### src/rtl/time_base_gen.sv
// Time-of-day base: a prescaler divides CP down to one tick per second and drives
// cascaded second/minute/hour counters. The current time can be loaded and is range-checked.
module time_base_gen #(
    parameter int unsigned CLK_DIV = 100000000
) (
    input  logic       CP,
    input  logic       CR,
    input  logic       Set_Load,
    input  logic [4:0] Set_Hour,
    input  logic [5:0] Set_Min,
    output logic       CP_Second,
    output logic       CP_Hour,
    output logic [4:0] Hour,
    output logic [4:0] Hour24,
    output logic [5:0] Minute,
    output logic [5:0] Second,
    output logic       Set_Err
);

    localparam int unsigned PW = (CLK_DIV > 2) ? $clog2(CLK_DIV) : 1;
    localparam logic [PW-1:0] PRESC_TC = PW'(CLK_DIV - 1);

    logic [PW-1:0] presc, presc_nxt;
    logic [5:0]    sec_nxt, min_nxt;
    logic [4:0]    h24_nxt, h12_nxt;
    logic          sec_pulse_nxt, hour_pulse_nxt, err_nxt;
    logic          tc, load_ok;

    // Map a 0..23 hour onto 1..12; midnight and noon both read as 12.
    function automatic logic [4:0] to_12h(input logic [4:0] h);
        if (h == 5'd0 || h == 5'd12) begin
            return 5'd12;
        end else if (h > 5'd12) begin
            return 5'(h - 5'd12);
        end else begin
            return h;
        end
    endfunction

    assign tc      = (presc == PRESC_TC);
    assign load_ok = (Set_Hour <= 5'd23) && (Set_Min <= 6'd59);

    // Next-state: an accepted load wins over the tick; a rejected load lets the tick proceed.
    always_comb begin
        presc_nxt      = presc;
        sec_nxt        = Second;
        min_nxt        = Minute;
        h24_nxt        = Hour24;
        sec_pulse_nxt  = 1'b0;
        hour_pulse_nxt = 1'b0;
        err_nxt        = Set_Load && !load_ok;

        if (Set_Load && load_ok) begin
            presc_nxt = '0;
            sec_nxt   = 6'd0;
            min_nxt   = Set_Min;
            h24_nxt   = Set_Hour;
        end else if (tc) begin
            presc_nxt     = '0;
            sec_pulse_nxt = 1'b1;
            if (Second == 6'd59) begin
                sec_nxt = 6'd0;
                if (Minute == 6'd59) begin
                    min_nxt        = 6'd0;
                    hour_pulse_nxt = 1'b1;
                    h24_nxt        = (Hour24 == 5'd23) ? 5'd0 : 5'(Hour24 + 5'd1);
                end else begin
                    min_nxt = 6'(Minute + 6'd1);
                end
            end else begin
                sec_nxt = 6'(Second + 6'd1);
            end
        end else begin
            presc_nxt = PW'(presc + PW'(1));
        end

        h12_nxt = to_12h(h24_nxt);
    end

    always_ff @(posedge CP) begin
        if (CR) begin
            presc     <= '0;
            Second    <= 6'd0;
            Minute    <= 6'd0;
            Hour24    <= 5'd0;
            Hour      <= 5'd12;
            CP_Second <= 1'b0;
            CP_Hour   <= 1'b0;
            Set_Err   <= 1'b0;
        end else begin
            presc     <= presc_nxt;
            Second    <= sec_nxt;
            Minute    <= min_nxt;
            Hour24    <= h24_nxt;
            Hour      <= h12_nxt;
            CP_Second <= sec_pulse_nxt;
            CP_Hour   <= hour_pulse_nxt;
            Set_Err   <= err_nxt;
        end
    end

endmodule

### config.mk
export PLATFORM = sky130hd
export DESIGN_NAME = time_base_gen
export DESIGN_NICKNAME = d
export VERILOG_FILES = /design/src/rtl/time_base_gen.sv
export SDC_FILE = /design/constraint.sdc
export NUM_CORES = 1
export LEC_CHECK = 0
export CAP_MARGIN = 20
export CORE_ASPECT_RATIO = 0.5
export CORE_MARGIN = 2
export CORE_UTILIZATION = 45
export DETAILED_ROUTE_END_ITERATION = 8
export HOLD_SLACK_MARGIN = 0.05
export MAX_ROUTING_LAYER = met4
export PLACE_DENSITY = 0.69
export SYNTH_ARGS = -nofsm -noshare
export SYNTH_HDL_FRONTEND = slang
export SYNTH_SLANG_ARGS = --single-unit
### constraint.sdc
create_clock -name CP -period 3.8 [get_ports CP]
set_clock_uncertainty 0.1 [all_clocks]
set_input_delay 0.38 -clock CP [delete_from_list [all_inputs] [get_ports CP]]
set_output_delay 0.38 -clock CP [all_outputs]
set_load 0.005 [all_outputs]
==> metrics.md <==
| Metric | Value |
|---|---|
| Outcome | complete, no violations |
| Effective utilization at floorplan | 47.9% |
| Die width | 108 µm |
| Max VDD drop | 0.198 mV |
| WL final | 5170 µm |
| RSZ-0062 raised after global routing | no |
| CTS max path bufs | 2 |
| DIE HEIGHT | roughly 56 µm |
| Num ports | 39 |
| Avg WL per Cell | 13.2 µm |
| Top-count cell post-synth | nor2_1 |
| Vias per inst | around 5.3 |
| Hold buffers post-CTS | 0 |
| Simple-gate share of the synthesized area | about a third |
| Mapped Cells | 283 |
| Post-DP HPWL | 3850 µm |
| DP Area | 0.00287 mm² |
| Final setup vio count | 0 |
| Via count | 2092 |
| Synth top area share | 42.9% |
| CP Data Arrival Time | around 3.3 ns |
| Total CTS buffers | 5 |
| Largest family of logic cells by synthesized area | simple AND/OR/NAND/NOR gates |
| Setup crit start kind | flip-flop |
| Met1 WL | 2600 µm |
| Register area share after synthesis | 42.9% |
| Global-route wire length before repair | 8890 µm |
| Most frequent cells after synthesis | 58 x nor2_1, 52 x dfxtp_1, 25 x nand2_1 |
| Clock Pin Slew Worst Setup and Hold Paths | approximately 0.10 ns |
| CTS tree | yes |
| Setup CP Type | reg2reg |
| Synth Net Count | 301 |
| Post-synth top area cell | dfxtp_1 |
| Async set-reset flop share out of synthesis | 0% |
| Initial antenna violation count | 0 |
| Synth Cell Area | 0.00242 mm² |
| DRC | 0 |
| F_max | 0.314 GHz |
| Synth Area in Compound Gates | 10.7% |
| Cell variety after synth | 50 |
| Crit path capture type | flip-flop |
| Min Clock Period, post-route | 3.19 ns |
| Core Area | 0.00507 mm² |
| Setup bufs post-CTS | 0 |
| Max H-tree Level | 2 |
| Count of final hold-check violations | 0 |
| Post-route cell area | 0.00296 mm² |
| Synth warnings | 0 |
| Final Power | slightly above 1 mW |
| Critical-path cell list | ha_1 -> nand2_1 -> or3_1 -> or4_1 -> or4_4 -> a31oi_4 -> mux2i_1 -> a221oi_2 |
| Worst Max-Slew Pin Slew | 0.824 ns |
| # placed instances | 384 |
| Mux contribution to synthesized area | less than 1% |
| Post-cts resize count | 0 |
| Synth Area in Adders | around 2.1% |
| Overall routing resource usage | around a fifth |
| Pin count of the biggest net entering global routing | 27 |
| Syn Area/Cell | 8.57 µm² |
| FF+latch count, synth | 52 |
| N_diodes | 0 |
| Global placement routability congestion | 0.777 |
| Clk Latency, worst-skew pair | approximately 0.3 ns |
| Total clock sinks | 52 |
| Antenna Nets Post-Route | 0 |
| Leakage Power | 1.01 nW |
| Post-synthesis xor/xnor area fraction | 10.5% |
| Met2 WL | 2360 µm |
| DRT Pass-1 Iters | 4 |
| Worst Path Max Fanout | 7 |
| Nets | roughly 340 |
| Share of cells above drive strength 1 | 6.83% |
| Setup TNS Final | 0 ns |
| Met3 routed WL | 167 µm |
| Max-Slew Margin vs Limit | 44.9% |
| Uppermost layer routed | met4 |
| Placement Setup Slack | 0.646 ns |
| Post-synth EDFFs | 0 |
| Slowest cell on the critical path | or4_1 |
| Final WS setup | 0.615 ns |
| PD cells | about 340 mW/mm² |
| Worst hold margin | approximately 0.4 ns |
| Remaining Overflow, GRT | 0 |
| Die area | 0.00603 mm² |
| HP Class | reg2reg |
| Crit path required time | 3.93 ns |
| Area contributors post-synth | dfxtp_1 43%, nor2_1 9.0%, xor2_1 6.5% |
| CTS root buffer | clkbuf_8 |
| Final slew viol count | 0 |
| Area Growth Syn to Fin | 22.1% |
| Post-route clock period utilization | between 80% and 90% |
| Port bufs | 38 |
| Vias in the first global route | 1943 |
| Synth Flop Type | dfxtp_1 |
| Max incr delay on CP | 0.69 ns |
| Final core occ | roughly 60% |
| Iteration-0 DRC count of the detailed router | approximately 80 |
| MaxCap Viol Count | 0 |
| Row Count | 18 |
| Fin cells | 392 |
## per-layer routing
layer | vias up | GRT usage, %
li1 | 1072 | -
met1 | 985 | 25.2
met2 | 31 | 28.8
met3 | 4 | 4.10
met4 | 0 | 4.40
met5 | - | -
## final timing paths
kind                                        startpoint  depth (start not counted)                   to  slack (ns)
worst max-delay path            Second[0]$_SDFFE_PP0N_                          8   Hour[2]$_SDFF_PP1_        0.61
worst max register to register  Second[0]$_SDFFE_PP0N_                          8   Hour[2]$_SDFF_PP1_        0.61
worst min register to register     presc[0]$_SDFF_PP0_                          1  presc[0]$_SDFF_PP0_        0.39
worst min-delay path               presc[0]$_SDFF_PP0_                          1  presc[0]$_SDFF_PP0_        0.39
## state kept, by name, summed over array words and instances (netlist names)
register,cells
presc,27
Minute,6
Second,6
Hour24,5
Hour,5
CP_Hour,1
CP_Second,1
Set_Err,1
## final cells by class
| type | instances | area [µm²] |
|---|---|---|
| fillers | 448 | 2110 |
| multi-input cells | 219 | 1340 |
| flip-flops and latches | 52 | 1040 |
| repair buffers | 40 | 395 |
| well taps | 70 | 87.6 |
| clock buffers | 5 | 68.8 |
| clock inverters | 3 | 22.5 |
| inverters | 3 | 11.3 |
## worst max-delay path, delay by kind of cell, from the launching register on
kind	cells	cell delay (ns)
AND/OR/NAND/NOR	4	1.78
AO/OA/AOI/OAI	2	0.48
multiplexers	1	0.13
adder cells (fa/ha/maj)	1	0.21
flip-flops	1	0.40
## cells by family (layout without fill, tap and decap cells)
kind of cell,after synthesis,after routing
simple gates,151,151
flops,52,52
compound gates,34,34
xor+xnor,29,29
buf+inv,12,51
fa+ha+maj,4,4
mux,1,1
## cells in the final DEF, fill, tap and decap left out, types with 2 or more instances in the layout
master and instances:
nor4_1 4, clkbuf_8 5, nand2_1 25, a311oi_1 4, o22a_1 2, nor3_1 4
a21oi_1 4, o21a_1 2, xor2_1 18, nor2_1 58, ha_1 4, xnor2_1 11
buf_4 2, o22ai_1 3, a31oi_1 2, nand2b_1 2, inv_1 3, clkdlybuf4s50_1 38
dfxtp_1 52, o2111ai_1 2, nand3_1 21, and3_1 8, o21ai_0 7, or3_1 3
nand4_1 6, and2_1 4, nor4b_1 2
## report_power, final
part	leakage (nW)	internal, mW	total, mW	switching (mW)
logic	0.542	0.0618	0.114	0.0525
registers	0.423	0.562	0.577	0.0155
clock network	0.0485	0.132	0.323	0.191
Power figures use the tool's default switching activity.
